--- config.mk ---
export PLATFORM = sky130hd
export DESIGN_NAME = spi_hmc7044_slave_flat
export DESIGN_NICKNAME = d
export VERILOG_FILES = /design/src/rtl/spi_hmc7044_slave_if.sv /design/src/rtl/spi_hmc7044_slave.sv /design/src/flat_wrapper.sv
export SDC_FILE = /design/constraint.sdc
export NUM_CORES = 2
export LEC_CHECK = 0
export BUFFER_PORTS_ARGS = -buffer_cell sky130_fd_sc_hd__clkbuf_2
export CORE_MARGIN = 4
export CORE_UTILIZATION = 52
export DETAILED_ROUTE_END_ITERATION = 10
export PLACE_DENSITY = 0.7
export SYNTH_ARGS = -nofsm -noshare
export SYNTH_HDL_FRONTEND = slang
export SYNTH_SLANG_ARGS = --single-unit
export TNS_END_PERCENT = 30
--- constraint.sdc ---
create_clock -name clk -period 3 [get_ports clk]
set_input_delay 0.15 -clock clk [delete_from_list [all_inputs] [get_ports clk]]
set_output_delay 0.15 -clock clk [all_outputs]
set_load 0.02 [all_outputs]
--- src/rtl/spi_hmc7044_slave_if.sv ---
// -----------------------------------------------------------------------------
// spi_hmc7044_slave_if
// Bundles the SPI pins and the write/read/error strobes of the HMC7044
// configuration-port model.
//   master modport : drives spi_clk/cs/spi_mosi, observes miso and strobes
//   slave  modport : observes SPI pins, drives spi_miso and the strobes
// Signals:
//   spi_clk   SPI clock, CPOL=0
//   cs        chip select, active-low
//   spi_mosi  master data, MSB first
//   spi_miso  read data from the responder (0 when idle)
//   wr_vld    one-cycle pulse per committed write frame
//   wr_addr   address of the last write (held)
//   wr_data   data of the last write (held)
//   rd_vld    one-cycle pulse when a read data phase starts
//   frame_err one-cycle pulse per malformed frame
// -----------------------------------------------------------------------------
interface spi_hmc7044_slave_if;
    logic        spi_clk;
    logic        cs;
    logic        spi_mosi;
    logic        spi_miso;
    logic        wr_vld;
    logic [12:0] wr_addr;
    logic [7:0]  wr_data;
    logic        rd_vld;
    logic        frame_err;

    modport master (
        output spi_clk, cs, spi_mosi,
        input  spi_miso, wr_vld, wr_addr, wr_data, rd_vld, frame_err
    );

    modport slave (
        input  spi_clk, cs, spi_mosi,
        output spi_miso, wr_vld, wr_addr, wr_data, rd_vld, frame_err
    );
endinterface

--- src/rtl/spi_hmc7044_slave.sv ---
// -----------------------------------------------------------------------------
// spi_hmc7044_slave
// Board-side model of the HMC7044 SPI configuration port. The SPI pins are
// oversampled in the clk domain (clk >= 8x spi_clk) and decoded as 24-bit
// frames: bit23 R/W (1 = read), bits22:21 W1:W0 (must be 00), bits20:8
// address, bits7:0 data. Writes update an internal register file and are
// reported on wr_vld/wr_addr/wr_data; reads return register contents on
// spi_miso (changes on falling spi_clk, MSB first).
// Parameters:
//   REG_DEPTH  implemented registers, address 0..REG_DEPTH-1 (<= 8192)
// Ports:
//   clk        system clock
//   rst_n      synchronous active-low reset
//   bus        spi_hmc7044_slave_if.slave (SPI pins + strobes)
// -----------------------------------------------------------------------------
module spi_hmc7044_slave #(
    parameter int unsigned REG_DEPTH = 256
) (
    input  logic                      clk,
    input  logic                      rst_n,
    spi_hmc7044_slave_if.slave        bus
);

    localparam int unsigned AW = (REG_DEPTH > 1) ? $clog2(REG_DEPTH) : 1;

    localparam logic [1:0] ST_IDLE  = 2'd0;
    localparam logic [1:0] ST_SHIFT = 2'd1;
    localparam logic [1:0] ST_RDATA = 2'd2;
    localparam logic [1:0] ST_DONE  = 2'd3;

    // Input conditioning: [0],[1] synchronizer, [2] history for edge detect.
    logic [2:0] sclk_s_q;
    logic [2:0] cs_s_q;
    logic [1:0] mosi_s_q;

    logic sclk_rise;
    logic sclk_fall;
    logic cs_rise;
    logic cs_fall;
    logic mosi_s;

    assign sclk_rise = sclk_s_q[1] & ~sclk_s_q[2];
    assign sclk_fall = ~sclk_s_q[1] & sclk_s_q[2];
    assign cs_rise   = cs_s_q[1] & ~cs_s_q[2];
    assign cs_fall   = ~cs_s_q[1] & cs_s_q[2];
    // Same stage as the spi_clk rise, so data stays aligned with its edge.
    assign mosi_s    = mosi_s_q[1];

    logic [1:0]  state_q,   state_d;
    logic [22:0] sh_q,      sh_d;
    logic [4:0]  cnt_q,     cnt_d;
    logic        over_q,    over_d;
    logic        errs_q,    errs_d;
    logic [7:0]  msh_q,     msh_d;
    logic        miso_q,    miso_d;
    logic        wr_vld_q,  wr_vld_d;
    logic [12:0] wr_addr_q, wr_addr_d;
    logic [7:0]  wr_data_q, wr_data_d;
    logic        rd_vld_q,  rd_vld_d;
    logic        ferr_q,    ferr_d;
    logic        mem_we;

    logic [7:0]  mem_q [REG_DEPTH];

    // Full frame view including the bit arriving this cycle; only 23 bits
    // need storing because the 24th is consumed the cycle it arrives.
    logic [23:0] shift_in;
    logic        rd_in_range;
    logic        wr_in_range;
    logic [7:0]  rd_byte;

    assign shift_in    = {sh_q, mosi_s};
    // At the 16th bit the address sits in shift_in[12:0].
    assign rd_in_range = (32'(shift_in[12:0]) < REG_DEPTH);
    assign wr_in_range = (32'(shift_in[20:8]) < REG_DEPTH);
    assign rd_byte     = rd_in_range ? mem_q[shift_in[AW-1:0]] : 8'h00;

    always_comb begin
        state_d   = state_q;
        sh_d      = sh_q;
        cnt_d     = cnt_q;
        over_d    = over_q;
        errs_d    = errs_q;
        msh_d     = msh_q;
        miso_d    = miso_q;
        wr_vld_d  = 1'b0;
        wr_addr_d = wr_addr_q;
        wr_data_d = wr_data_q;
        rd_vld_d  = 1'b0;
        ferr_d    = 1'b0;
        mem_we    = 1'b0;

        unique case (state_q)
            ST_IDLE: begin
                if (cs_fall) begin
                    state_d = ST_SHIFT;
                    sh_d    = '0;
                    cnt_d   = '0;
                    over_d  = 1'b0;
                    errs_d  = 1'b0;
                    msh_d   = '0;
                    miso_d  = 1'b0;
                end
            end

            ST_SHIFT: begin
                if (sclk_rise) begin
                    sh_d  = shift_in[22:0];
                    cnt_d = cnt_q + 5'd1;
                    if (cnt_q == 5'd15 && shift_in[15]) begin
                        // Read header complete: present bit7 right away.
                        if (shift_in[14:13] == 2'b00) begin
                            msh_d    = rd_byte;
                            miso_d   = rd_byte[7];
                            rd_vld_d = 1'b1;
                            state_d  = ST_RDATA;
                        end else begin
                            ferr_d  = 1'b1;
                            errs_d  = 1'b1;
                            state_d = ST_DONE;
                        end
                    end else if (cnt_q == 5'd23) begin
                        if (shift_in[22:21] == 2'b00) begin
                            wr_vld_d  = 1'b1;
                            wr_addr_d = shift_in[20:8];
                            wr_data_d = shift_in[7:0];
                            mem_we    = wr_in_range;
                        end else begin
                            ferr_d = 1'b1;
                            errs_d = 1'b1;
                        end
                        state_d = ST_DONE;
                    end
                end
            end

            ST_RDATA: begin
                if (sclk_rise) begin
                    cnt_d = cnt_q + 5'd1;
                    if (cnt_q == 5'd23) begin
                        state_d = ST_DONE;
                    end
                end else if (sclk_fall && cnt_q != 5'd16) begin
                    // The fall right after the 16th rise must keep bit7,
                    // which was already driven when the header completed.
                    msh_d  = {msh_q[6:0], 1'b0};
                    miso_d = msh_q[6];
                end
            end

            ST_DONE: begin
                if (sclk_rise) begin
                    if (cnt_q == 5'd24) begin
                        over_d = 1'b1;
                    end else begin
                        cnt_d = cnt_q + 5'd1;
                    end
                end
            end
        endcase

        // cs rise overrides everything; uses this cycle's count so a 24th
        // rise seen in the same clk still completes as a valid frame.
        if (state_q != ST_IDLE && cs_rise) begin
            state_d  = ST_IDLE;
            miso_d   = 1'b0;
            msh_d    = '0;
            rd_vld_d = 1'b0;
            if (!errs_q && !ferr_d && (cnt_d != 5'd24 || over_d)) begin
                ferr_d = 1'b1;
            end
        end
    end

    always_ff @(posedge clk) begin
        if (!rst_n) begin
            sclk_s_q  <= '0;
            cs_s_q    <= '0;
            mosi_s_q  <= '0;
            state_q   <= ST_IDLE;
            sh_q      <= '0;
            cnt_q     <= '0;
            over_q    <= 1'b0;
            errs_q    <= 1'b0;
            msh_q     <= '0;
            miso_q    <= 1'b0;
            wr_vld_q  <= 1'b0;
            wr_addr_q <= '0;
            wr_data_q <= '0;
            rd_vld_q  <= 1'b0;
            ferr_q    <= 1'b0;
            for (int unsigned i = 0; i < REG_DEPTH; i++) begin
                mem_q[i] <= '0;
            end
        end else begin
            sclk_s_q  <= {sclk_s_q[1:0], bus.spi_clk};
            cs_s_q    <= {cs_s_q[1:0], bus.cs};
            mosi_s_q  <= {mosi_s_q[0], bus.spi_mosi};
            state_q   <= state_d;
            sh_q      <= sh_d;
            cnt_q     <= cnt_d;
            over_q    <= over_d;
            errs_q    <= errs_d;
            msh_q     <= msh_d;
            miso_q    <= miso_d;
            wr_vld_q  <= wr_vld_d;
            wr_addr_q <= wr_addr_d;
            wr_data_q <= wr_data_d;
            rd_vld_q  <= rd_vld_d;
            ferr_q    <= ferr_d;
            if (mem_we) begin
                mem_q[shift_in[8 +: AW]] <= shift_in[7:0];
            end
        end
    end

    assign bus.spi_miso  = miso_q;
    assign bus.wr_vld    = wr_vld_q;
    assign bus.wr_addr   = wr_addr_q;
    assign bus.wr_data   = wr_data_q;
    assign bus.rd_vld    = rd_vld_q;
    assign bus.frame_err = ferr_q;

endmodule

--- src/flat_wrapper.sv ---
// flat-port wrapper written by rule: the top's interface ports become plain ports
module spi_hmc7044_slave_flat 
#(
    parameter int unsigned REG_DEPTH = 256
)
  (clk, rst_n, bus_spi_clk, bus_cs, bus_spi_mosi, bus_spi_miso, bus_wr_vld, bus_wr_addr, bus_wr_data, bus_rd_vld, bus_frame_err);
  spi_hmc7044_slave_if bus_i ();
  input  logic clk;
  input  logic rst_n;
  input wire logic [$bits(bus_i.spi_clk)-1:0] bus_spi_clk;
  input wire logic [$bits(bus_i.cs)-1:0] bus_cs;
  input wire logic [$bits(bus_i.spi_mosi)-1:0] bus_spi_mosi;
  output wire logic [$bits(bus_i.spi_miso)-1:0] bus_spi_miso;
  output wire logic [$bits(bus_i.wr_vld)-1:0] bus_wr_vld;
  output wire logic [$bits(bus_i.wr_addr)-1:0] bus_wr_addr;
  output wire logic [$bits(bus_i.wr_data)-1:0] bus_wr_data;
  output wire logic [$bits(bus_i.rd_vld)-1:0] bus_rd_vld;
  output wire logic [$bits(bus_i.frame_err)-1:0] bus_frame_err;
  assign bus_i.spi_clk = bus_spi_clk;
  assign bus_i.cs = bus_cs;
  assign bus_i.spi_mosi = bus_spi_mosi;
  assign bus_spi_miso = bus_i.spi_miso;
  assign bus_wr_vld = bus_i.wr_vld;
  assign bus_wr_addr = bus_i.wr_addr;
  assign bus_wr_data = bus_i.wr_data;
  assign bus_rd_vld = bus_i.rd_vld;
  assign bus_frame_err = bus_i.frame_err;
  spi_hmc7044_slave #(.REG_DEPTH(REG_DEPTH)) u_core (.clk(clk), .rst_n(rst_n), .bus(bus_i));
endmodule
==> impl_results.md <==
* Period utilization at 104%
* Commonest non-fill, non-tap cell in the layout: edfxtp_1
* Final Cell Area at 0.118 mm2
* Async set or reset register ratio after synthesis at 0%
* Hold Crit Start: bus_spi_mosi
* Die H at 441 um
* Initial antenna violation count at 16
* Post-synth EDFFs at 2048
* Die Wd at 441 um
* GRT overflow at 0
* Largest net degree at the start of global routing at 145
* H-tree depth at 4
* Final setup vio count at 8
* Clock latency on the worst-skew pair at 0.87 ns
* Sequential Area at 0.0629 mm2
* Critical Path RT at 3.75 ns
* Failing checks: negative setup slack
* Critical R2R Launch: u_core.mosi_s_q[1]
* CTS tree: done
* Cell Rows at 158
* Cts bufs inserted at 205
* Core area at 0.186 mm2
* Critical-path top delay cell: mux4_2
* Residual DRC at 0
* CP Launch Point: u_core.mosi_s_q[1]
* Max frequency at 320 MHz
* Sequential element share of the synthesized area at 64.6%
* Synthesized area at 0.0973 mm2
* Initial DRT Pass Iterations at 6
* Placed cell area at 0.108 mm2
* Full die area at 0.194 mm2
* Initial core utilization at 52.4%
* Vias at 67100
* Clock slew at reported path FFs at 0.06 ns
* DRT iter0 DRCs at 10100
* First-pass GRT wire length at 430 mm
* Synth warn at 0
* Crit path DAT at 3.87 ns
* I/O Buffers at 29
* Routed WL at 301 mm
* Layout cells sized above 1 at 30.7%
* Vias per std cell at 6.48
* Slew headroom at 29.0%
* Hold Crit Class: in -> reg
* Worst Setup End Kind: register
* Final setup margin at -0.121 ns
* Synth cell types at 78
* Top cell by count, worst path: mux4_2
* Max clock buf depth at 3
* Post-Syn Area per Cell at 14.1 um2
* Ports at 30
* Commonest cells after routing, fill and taps aside: 2048 x edfxtp_1, 1160 x and3_1, 1092 x buf_4
* Final RePlAce weighted congestion at 0.929
* Via count of the first global-routing pass at 65500
* RSZ-0062 raised after global routing: true
* Syn Inst Count at 6919
* Final Hold Fails at 0
* Area of the multi-input gates at 0.0319 mm2
* CTS Sinks at 2119
* Max Transition Viols Final at 0
* Post-DP HPWL at 194 mm
* Worst Setup Path Type: reg -> reg
* Hold WS at 0.0575 ns
* Clock Skews at 0.0525 ns
* Ratio of total power to cell area at 534 mW/mm2
* Fill cell count at 13000
* Post-place setup slack at -1.00 ns
* Crit path max fanout at 6
* Minimum clock period at 3.12 ns
* Power Total at 62900 uW
* CP Launch Type: register
* Wire per inst at 29.1 um
* Nets at 7712
* Post-layout util at 63.4%
* Root Driver: clkbuf_16
* Max-cap violations at 0
* VDD IR max at 0.691 mV
* CP peak stage delay at 0.54 ns
* Outcome: complete, but fails checks
* Main synth FF type: edfxtp_1
* Area Growth Syn to Fin at 21.0%
* Crit-path cells: buf_12 -> buf_16 -> mux4_2 -> mux4_2 -> nor2b_4 -> a2111oi_4 -> buf_4 -> nor4_1 -> a32o_1
* All-Layer GR Usage at 30.0%
* Seq cells post-synth at 2119
* Static leakage at 0.0439 uW
* Remaining antenna violation count after routing at 0
* Worst Max-Slew Pin Slew at 1.06 ns
* Syn_nets at 6931
==> stage by stage <==
| step | TNS (ns) | instances |
|---|---|---|
| detailed placement | -6.36 | 9841 |
| global placement | -3.15 | 9841 |
| CTS | -0.185 | 10300 |
| global route | -1.49 | 10400 |
| floorplan | -62.71 | 6919 |
| finish | -0.583 | 10400 |
==> layout make-up <==
class | count | share of cell area [%]
repair buffers | 1375 | 11.1
multi-input cells | 3986 | 27.1
inverters | 13 | 0.0606
well taps | 2480 | 2.64
clock buffers | 255 | 4.56
diodes | 7 | 0.0149
flip-flops and latches | 2119 | 53.5
clock inverters | 123 | 1.00
==> kinds of logic (layout without fill, tap and decap cells) <==
group,Yosys count,in the layout,share of synthesized area [%]
muxes,637,637,13.1
AOI/OAI and AO/OA,403,403,2.77
xor gates and xnor gates,1,1,0.00900
other,0,7,0
DFF,2119,2119,64.6
buffers and inverters,814,1766,3.75
adders and majority gates,7,7,0.0900
and+or+nand+nor,2938,2938,15.6
==> cells in the mapped netlist, types with 5 or more instances <==
cell / number / area, um2
edfxtp_1: 2048 / 61500
and3_1: 1163 / 7280
nor2_1: 636 / 2390
clkbuf_1: 602 / 2260
mux4_2: 512 / 11500
nand2_1: 507 / 1900
nor3_1: 279 / 1400
and2_1: 149 / 932
o21ai_0: 125 / 626
mux2i_1: 117 / 1170
buf_2: 78 / 390
a21oi_1: 71 / 355
dfxtp_1: 71 / 1420
buf_4: 51 / 383
nand3_1: 49 / 245
buf_6: 36 / 405
a211oi_1: 33 / 248
buf_1: 31 / 116
nor2b_1: 30 / 188
nor4_1: 29 / 181
a22o_1: 28 / 245
nand2b_1: 27 / 169
o22ai_1: 25 / 156
or3_1: 18 / 113
nand4_1: 16 / 100
a221oi_1: 13 / 114
a22oi_1: 13 / 97.6
inv_1: 12 / 45.0
o311ai_0: 11 / 96.3
a31oi_1: 8 / 50.1
mux2_2: 8 / 90.1
o221ai_1: 8 / 70.1
ha_1: 7 / 87.6
o211ai_1: 7 / 52.6
a2111oi_0: 6 / 52.6
a311oi_1: 6 / 52.6
a211o_1: 5 / 43.8
o21ai_1: 5 / 25.0
==> path summary, 6_finish.rpt <==
check        slack, ns                 end  depth (start not counted)
max              -0.12     u_core.msh_q[0]                          9
min               0.06  u_core.mosi_s_q[0]                          3
max reg2reg      -0.12     u_core.msh_q[0]                          9
min reg2reg       0.43  u_core.sclk_s_q[1]                          1
==> per-layer routing <==
metal,vias to the layer above,routed length [um],global-route usage (%)
met1,33800,107000,41.0
met2,4632,139000,46.6
li1,28000,-,-
met4,4,15100,13.1
met5,-,23,0.126
met3,751,39500,6.87
==> worst max-delay path: cells and delay by family, from the launching register on <==
family | cells | cell delay, ns
multiplexers | 2 | 1.06
AND/OR/NAND/NOR | 2 | 0.21
buffers and inverters | 3 | 0.53
flip-flops | 1 | 0.51
AO/OA/AOI/OAI | 2 | 0.68
==> registers in the layout, indices dropped and copies added (netlist names), 2 cells and up <==
signal,count
u_core.bus.wr_addr,13
u_core.bus.wr_data,8
u_core.cnt_q,5
u_core.cs_s_q,3
u_core.mem_q,2048
u_core.mosi_s_q,2
u_core.msh_q,7
u_core.sclk_s_q,3
u_core.sh_q,22
u_core.state_q,2
==> power by group <==
group          total (uW)  switching, uW  internal, uW
Clock               25400          11300         14100
Sequential          34300            497         33800
Combinational        3180           1670          1510
Total               62900          13500         49400
==> timing repair <==
action | CTS | global route
gates resized for setup | 180 | 196
hold buffers | 6 | 0
cloned | 10 | 21
endpoints found under the setup margin | 185 | 2027
pin swaps | 26 | 29
buffers inserted | 53 | 45
endpoints found under the hold margin | 114 | 0
Note: power is estimated with default switching activity, not from simulation.
